==> src/rtl/alu_pkg.sv <==
// Shared opcode encodings and flag bit positions for the ALU execute stage.
package alu_pkg;

    localparam logic [2:0] OP_AND  = 3'b000;
    localparam logic [2:0] OP_OR   = 3'b001;
    localparam logic [2:0] OP_XOR  = 3'b010;
    localparam logic [2:0] OP_NOTA = 3'b011;
    localparam logic [2:0] OP_ADD  = 3'b100;
    localparam logic [2:0] OP_SUB  = 3'b101;
    localparam logic [2:0] OP_PASS = 3'b110;
    localparam logic [2:0] OP_ILL  = 3'b111;

    localparam int F_Z = 3;
    localparam int F_N = 2;
    localparam int F_C = 1;
    localparam int F_V = 0;

endpackage

==> src/rtl/alu_exec_stage_core.sv <==
// Purely combinational ALU: {op, a, b} -> {result, flags, err}.
module alu_core
    import alu_pkg::*;
#(
    parameter int WIDTH = 8
) (
    input  logic [2:0]       op,
    input  logic [WIDTH-1:0] a,
    input  logic [WIDTH-1:0] b,
    output logic [WIDTH-1:0] result,
    output logic [3:0]       flags,
    output logic             err
);

    logic [WIDTH:0] sum;
    logic [WIDTH:0] diff;
    logic           carry;
    logic           ovf;

    always_comb begin
        sum    = {1'b0, a} + {1'b0, b};
        diff   = {1'b0, a} - {1'b0, b};
        result = '0;
        carry  = 1'b0;
        ovf    = 1'b0;
        err    = 1'b0;
        flags  = '0;
        case (op)
            OP_AND:  result = a & b;
            OP_OR:   result = a | b;
            OP_XOR:  result = a ^ b;
            OP_NOTA: result = ~a;
            OP_ADD: begin
                result = sum[WIDTH-1:0];
                carry  = sum[WIDTH];
                ovf    = (a[WIDTH-1] == b[WIDTH-1]) && (result[WIDTH-1] != a[WIDTH-1]);
            end
            OP_SUB: begin
                // The extra MSB of the widened difference is the unsigned borrow.
                result = diff[WIDTH-1:0];
                carry  = diff[WIDTH];
                ovf    = (a[WIDTH-1] != b[WIDTH-1]) && (result[WIDTH-1] != a[WIDTH-1]);
            end
            OP_PASS: result = a;
            default: err = 1'b1;
        endcase
        if (!err) begin
            flags[F_Z] = (result == '0);
            flags[F_N] = result[WIDTH-1];
            flags[F_C] = carry;
            flags[F_V] = ovf;
        end
    end

endmodule

==> src/rtl/alu_exec_stage.sv <==
// Registered ALU execute stage: valid/ready command input, in-order result FIFO output.
module alu_exec_stage
    import alu_pkg::*;
#(
    parameter int WIDTH      = 8,
    parameter int FIFO_DEPTH = 2
) (
    input  logic                        clk,
    input  logic                        rst_n,
    input  logic                        in_valid,
    output logic                        in_ready,
    input  logic [2:0]                  in_op,
    input  logic [WIDTH-1:0]            in_a,
    input  logic [WIDTH-1:0]            in_b,
    output logic                        out_valid,
    input  logic                        out_ready,
    output logic [WIDTH-1:0]            out_result,
    output logic [3:0]                  out_flags,
    output logic                        out_err,
    output logic [$clog2(FIFO_DEPTH):0] count
);

    localparam int PW = $clog2(FIFO_DEPTH);
    localparam int CW = PW + 1;
    localparam int EW = WIDTH + 5;

    logic [WIDTH-1:0] core_result;
    logic [3:0]       core_flags;
    logic             core_err;
    logic [EW-1:0]    new_entry;

    logic [EW-1:0] mem_q [FIFO_DEPTH];
    logic [EW-1:0] mem_d [FIFO_DEPTH];
    logic [PW-1:0] wr_ptr_q, wr_ptr_d;
    logic [PW-1:0] rd_ptr_q, rd_ptr_d;
    logic [CW-1:0] count_q, count_d;
    logic [CW-1:0] remaining;
    logic          out_valid_q, out_valid_d;
    logic [EW-1:0] head_q, head_d;
    logic          push, pop;

    alu_core #(.WIDTH(WIDTH)) u_core (
        .op     (in_op),
        .a      (in_a),
        .b      (in_b),
        .result (core_result),
        .flags  (core_flags),
        .err    (core_err)
    );

    assign new_entry = {core_err, core_flags, core_result};

    assign in_ready = (count_q < CW'(FIFO_DEPTH)) | out_ready;
    assign push     = in_valid & in_ready;
    assign pop      = out_valid_q & out_ready;

    always_comb begin
        mem_d     = mem_q;
        wr_ptr_d  = wr_ptr_q;
        rd_ptr_d  = rd_ptr_q;
        count_d   = count_q;
        remaining = pop ? (count_q - CW'(1)) : count_q;
        head_d    = head_q;
        if (push) begin
            mem_d[wr_ptr_q] = new_entry;
            wr_ptr_d        = wr_ptr_q + PW'(1);
        end
        if (pop) begin
            rd_ptr_d = rd_ptr_q + PW'(1);
        end
        count_d     = remaining + CW'(push);
        out_valid_d = (count_d != '0);
        // The head register is loaded with whatever sits at the head after this edge,
        // bypassing memory when the incoming command lands in an otherwise empty FIFO.
        if (push && (remaining == '0)) begin
            head_d = new_entry;
        end else if (remaining != '0) begin
            head_d = mem_q[rd_ptr_d];
        end
    end

    always_ff @(posedge clk or negedge rst_n) begin
        if (!rst_n) begin
            for (int i = 0; i < FIFO_DEPTH; i++) begin
                mem_q[i] <= '0;
            end
            wr_ptr_q    <= '0;
            rd_ptr_q    <= '0;
            count_q     <= '0;
            out_valid_q <= 1'b0;
            head_q      <= '0;
        end else begin
            mem_q       <= mem_d;
            wr_ptr_q    <= wr_ptr_d;
            rd_ptr_q    <= rd_ptr_d;
            count_q     <= count_d;
            out_valid_q <= out_valid_d;
            head_q      <= head_d;
        end
    end

    assign out_valid  = out_valid_q;
    assign out_result = head_q[WIDTH-1:0];
    assign out_flags  = head_q[WIDTH+3:WIDTH];
    assign out_err    = head_q[WIDTH+4];
    assign count      = count_q;

endmodule

==> config.mk <==
export PLATFORM = sky130hd
export DESIGN_NAME = alu_exec_stage
export DESIGN_NICKNAME = d
export VERILOG_FILES = /design/src/rtl/alu_pkg.sv /design/src/rtl/alu_exec_stage_core.sv /design/src/rtl/alu_exec_stage.sv
export SDC_FILE = /design/constraint.sdc
export NUM_CORES = 1
export LEC_CHECK = 0
export CAP_MARGIN = 15
export CORE_ASPECT_RATIO = 1.2
export CORE_MARGIN = 1
export CORE_UTILIZATION = 40
export DETAILED_ROUTE_END_ITERATION = 10
export PLACE_DENSITY_LB_ADDON = 0.05
export SLEW_MARGIN = 10
export SYNTH_ARGS = -nofsm -noshare
export SYNTH_HDL_FRONTEND = slang
export SYNTH_SLANG_ARGS = --single-unit
==> constraint.sdc <==
create_clock -name clk -period 1.95 [get_ports clk]
set_input_delay 0.195 -clock clk [delete_from_list [all_inputs] [get_ports clk]]
set_output_delay 0.195 -clock clk [all_outputs]
set_load 0.05 [all_outputs]
Yosys cells after proc, flatten, opt, wreduce, memory -nomap -nowiden
Cells that the tools add are included.
- equality and inequality tests: 10
- mux-type cells: 15
- add/sub/neg operators: 6
- bitwise logic cells: 9
- reduce and logical (&&, ||, !) cells: 11
- order comparisons: 4
- operator list (kind ; count):
    $mux 13 ; 6
    $pmux 8 s7 ; 1
    $bwmux 26 ; 1
    $demux 13 s1 ; 1
    $add 8x8->9 ; 1
    $eq 3x3->1 const B ; 3
    $sub 8x8->9 ; 1
    $and 8x8->8 ; 1
    $logic_not 8->1 ; 1
    $not 8->8 ; 1
    $or 8x8->8 ; 1
    $xor 8x8->8 ; 1
    $reduce_or 7->1 ; 1
    $eq 3x2->1 const B ; 2
    $reduce_bool 2->1 ; 3
    $ge 2x2->1 const B ; 2
    $logic_and 1x1->1 ; 4
    $mux 4 ; 1
    $not 1->2 ; 2
    $pmux 1 s2 ; 2
    $eq 3x1->1 const B ; 1
    $logic_not 3->1 ; 1
    $ne 1x1->1 ; 3
    $add 1x1->1 const B ; 2
    other kinds (10) ; 12
- register bits after elaboration: 44
- output and inout port bits: 17
- logic and storage cells: 62

Depth between registers and ports, before layout
- depth after elaboration: 8
- gate-level depth with buffers: 10
- mapped depth without buffers: 10

By module
Synthesis repeated with hierarchy kept, for this count alone.
- cell total of the unflattened synthesis: 373
- area total of the unflattened synthesis: 3573.4 um^2
- modules (own cells, without submodules) (module ; cells each ; times used ; area an instance (um^2)):
    alu_exec_stage ; 168 ; 1 ; 2154.6
    alu_core ; 205 ; 1 ; 1418.9

Worst setup path before layout
Ideal clock, no wire load.
- path type: reg-to-reg
- from: register count_q[1], in the netlist count[1]
- to: register mem_q[8] (netlist bit)
- path slack: -0.443 ns
- buffers on the path: 1
- data arrival time: 2.268 ns
- stages on the path, launching flop included: 7
- clock period less this slack: 2.393 ns
- cells stage by stage: dfrtp_1 nand2b_1 nand2_1 inv_1 nand2_1 clkbuf_1 mux2_2
- longest elaborated chain between the ends: 3
- RTL lines (item ; line ; text):
    from (decl) ; alu_exec_stage.sv:36 ; logic [CW-1:0] count_q, count_d;
    from (signal assigned) ; alu_exec_stage.sv:96 ; count_q <= count_d;
    $lt 2x2->1 ; alu_exec_stage.sv:53 ; assign in_ready = (count_q < CW'(FIFO_DEPTH)) | out_ready;
    $or 1x1->1 ; alu_exec_stage.sv:53 ;
    named net in_ready ; alu_exec_stage.sv:11 ; output logic in_ready,
    $and 1x1->1 ; alu_exec_stage.sv:54 ; assign push = in_valid & in_ready;
    named net push ; alu_exec_stage.sv:40 ; logic push, pop;
    to (signal assigned) ; alu_exec_stage.sv:93 ; mem_q <= mem_d;
    to (decl) ; alu_exec_stage.sv:32 ; logic [EW-1:0] mem_q [FIFO_DEPTH];
The timed path passes the listed nets, and every way through them passes these cells.
A chain may end at the register's enable or synchronous reset.

Worst setup path in the final report
- from: input in_a[0]
- to: register mem_q[9] (netlist bit)
- longest elaborated chain between the ends: 4
- RTL lines (item ; line ; text):
    from (decl) ; alu_exec_stage.sv:13 ; input logic [WIDTH-1:0] in_a,
    $sub 8x8->9 or $add 8x8->9 (tied branches) ; alu_exec_stage_core.sv:22, alu_exec_stage_core.sv:21 ;
    $pmux 1 s2 * ; alu_exec_stage_core.sv:28 ; case (op)
    $mux 4 * ; alu_exec_stage_core.sv:47 ; if (!err) begin
    $bwmux 26 * ; alu_exec_stage.sv:65 ; mem_d[wr_ptr_q] = new_entry;
Mark *: on every way between the ends. The rest lies on a longest branch, timed or not.

==> results.yml <==
outcome:
  status: "finished with violations"
  failed_checks: "negative setup slack"
worst_setup_path:
  path_max_fanout: 3
  arrival_ps: 2480
  required_ps: 2200
  cp-endpoint: "mem_q[9]"
  reg2reg_depth: 7
  setup.worst_path.end_class: "register"
  critPathLaunchType: "primary input"
  reg2reg_to: "head_q[11]"
  r2r-start: "out_valid"
  critPathLaunch: "in_a[0]"
  r2r_slack_ps: 280
  path_class: "in -> reg"
floorplanning:
  die_y_um: 103.6
  initial_core_util_pct: 41.71
  placementRows: 36
  die_w_um: 86.64
  core_um2: 8243
  ioPinCount: 40
  die_area_um2: 8972
drt:
  drtIter0Drc: 118
  finalWirelength_um: 10050
  drc: 0
  ant_nets: 0
  vias: 3339
  post_drt_wl_per_cell_um: 16.04
  drt_pre_antenna_iters: 4
  avgViaCountPerCell: 5.325
timing:
  finClkSkew_ps: 12.56
  hold_violations: 0
  worstMarginPinSlew_ps: 551.7
  slew_violations: 0
  finalCritPeriodShare_pct: 114.4
  setup_tns_ps: -2418
  rsz0062_at_grt: "true"
  maxSlewHeadroom_pct: 63.18
  setup_slack_ps: -279.9
  setup_violations: 19
  min_period_ps: 2230
  fmax_ghz: 0.4485
global_routing:
  gr-max-usage-layer: "met2"
  antenna_found_initial: 0
  first_global_vias: 3403
  use_met3_pct: 2.072
  grt_pass1_wl_um: 16040
  track_usage_pct: 22.73
  grt-ovfl-total: 0
  grtUsageMet2_pct: 42.35
  grt_max_degree: 45
  gr-usage-met1_pct: 25.75
yosys:
  ys_seq_area_share_pct: 32.02
  synth_top_area_share_pct: 32.02
  yosys_warnings: 0
  synth_edf_count: 0
  syn_inst: 369
  synth_area_per_cell_um2: 9.318
  synthFlopType: "dfrtp_1"
  synthesis.area_um2: 3438
  yosysTopAreaCell: "dfrtp_1"
  synthArstFlopShare_pct: 100.0
  ys_top_cells_by_area: "dfrtp_1 32%, ha_1 9.1%, mux2i_1 6.7%, nand2_1 4.5%, mux2_2 4.3%"
  synth-seq-cells: 44
  synthesis.nets: 419
  synthDistinctLibCells: 76
placement:
  gp_congestion: 0.8756
  place_area_um2: 4591
  place_worst_setup_slack_ps: -1027
  portBuffers: 39
  hpwl_um: 7045
hold_path:
  hold_path_class: "in -> reg"
layout:
  area_growth_syn_to_layout_pct: 56.80
  antenna_cells: 0
  layout-drive-gt1-share_pct: 49.12
  final_area_um2: 5391
  finalNetCount: 562
  fillers: 662
pwr:
  power_frac_clock_pct: 10.4
  seqPwrFrac_pct: 29.1
  vdd_drop_max_mv: 0.4225
  p_comb_share_pct: 60.5
  leakage_uw: 0.002428
  powerDensity_nw_per_um2: 984.2
  switching_share_pct: 42.94
  design_power_total_uw: 5306
  internal-power_uw: 3028
  power_switching_uw: 2278
clock_network:
  clockBufferDepth: 2
  clkTransAtPathRegs_ps: 80
  cts.sinks: 44
  cts_inserted_buffers: 5
  cts_tree: "done"
  cts_root_buffer: "clkbuf_8"
  clk_latency_ps: 300
  cts_max_level: 2
run:
  maxCapViolations: 0
==> area by class of cell <==
cell class | count | area, µm² | share of cell area [%]
Multi-Input combinational cell | 281 | 2611 | 48.43
Timing Repair Buffer | 157 | 1354 | 25.11
Sequential cell | 44 | 1104 | 20.47
Tap cell | 114 | 142.6 | 2.646
Inverter | 23 | 98.84 | 1.833
Clock buffer | 7 | 76.32 | 1.416
Clock inverter | 1 | 5.005 | 0.09283
==> how the worst min path moves through the flow <==
stage,startpoint,to,cells past startpoint
after floorplan,rst_n,count[0],0
after global placement,rst_n,count[0],2
after detailed placement,rst_n,rd_ptr_q,2
after CTS,mem_q[16],mem_q[16],2
after global routing,mem_q[19],mem_q[19],2
final,in_op[0],mem_q[25],4
==> kinds of logic (layout without fill, tap and decap cells) <==
logic type	count (synthesis)	after routing	synth area share, %
compound gates	97	97	19.80
xor+xnor	9	9	2.293
fa+ha+maj	27	27	10.26
buf+inv	44	188	8.042
flops	44	44	32.02
mux	36	36	10.95
simple gates	112	112	16.63
==> timing repair <==
item / CTS / global route
resized for setup: 132 / 48
hold buffers: 1 / 0
pin swaps: 41 / 36
hold endpoints to repair: 44 / 0
setup buffers: 28 / 12
endpoints found under the setup margin: 33 / 28
==> synth_stat cells (3+ instances only) <==
| master | n |
|---|---|
| nor3_1 | 4 |
| mux2_2 | 13 |
| inv_1 | 22 |
| buf_4 | 3 |
| buf_6 | 8 |
| o211ai_1 | 5 |
| a21oi_1 | 19 |
| a22oi_1 | 4 |
| mux2i_1 | 23 |
| nor2b_1 | 6 |
| or2_2 | 4 |
| clkbuf_1 | 4 |
| xnor2_1 | 7 |
| a211oi_2 | 3 |
| dfrtp_1 | 44 |
| nand3_1 | 3 |
| o21a_1 | 3 |
| a211oi_1 | 7 |
| o22ai_1 | 3 |
| o21ai_0 | 22 |
| nand2b_1 | 4 |
| nor2_1 | 24 |
| nand2_1 | 41 |
| or3_1 | 4 |
| and3_1 | 3 |
| ha_1 | 25 |
==> per-layer routing <==
layer / part of all wire, % / wire [µm] / vias to the layer above
li1: - / - / 1607
met1: 41 / 4091 / 1635
met2: 55 / 5498 / 80
met3: 2.3 / 236 / 17
met4: 2.3 / 227 / 0
met5: 0 / 0 / -
==> cells in the final DEF (no fill, tap or decap), drive strengths merged, types with 3 or more instances in the layout <==
master         instances
o211ai                 5
buf                  131
inv                   22
o21bai                 3
o21a                   4
nor4                   3
ha                    25
mux2                  13
nor2                  25
a22oi                  4
mux2i                 23
nor3                   4
clkdlybuf4s50         18
dlygate4sd2            5
nor2b                  6
a211oi                10
o22ai                  3
or2                    5
dfrtp                 44
nand3                  3
and3                   3
nand2                 41
clkbuf                 8
or3                    4
o21ai                 24
a21oi                 20
xnor2                  7
nand2b                 4
==> metrics by stage <==
step | util [%] | cells | hold WS, ps
floorplan | - | 369 | -100.6
global placement | 55.69 | 587 | 304.2
detailed placement | 55.69 | 587 | 311.5
CTS | 62.51 | 619 | 489.6
global route | 65.41 | 627 | 516.6
finish | 65.41 | 627 | 470.6
==> worst max-delay path: stages <==
cell	delay, ps
buf_8	110
inv_4	50
ha_4	130
fa_2	230
buf_6	110
o21bai_4	90
buf_4	150
buf_6	100
buf_6	100
a211oi_2	230
o21bai_1	120
a21oi_2	150
nor2_2	70
o41ai_4	420
mux2_4	210
==> sequential cells by signal, summed over array words and instances (netlist names) <==
signal / count
out_valid: 1
count: 2
wr_ptr_q: 1
head_q: 13
rd_ptr_q: 1
mem_q: 26
==> power by group through the flow <==
stage          logic [µW]  registers (µW)  clock network (µW)
2_1_floorplan        1420            2050                   0
4_1_cts              3060            1540                 567
3_3_place_gp         2840            1540                   0
3_5_place_dp         2880            1560                   0
6_report             3210            1540                 551
5_1_grt              3450            1580                 615
Power figures use the tool's default switching activity.
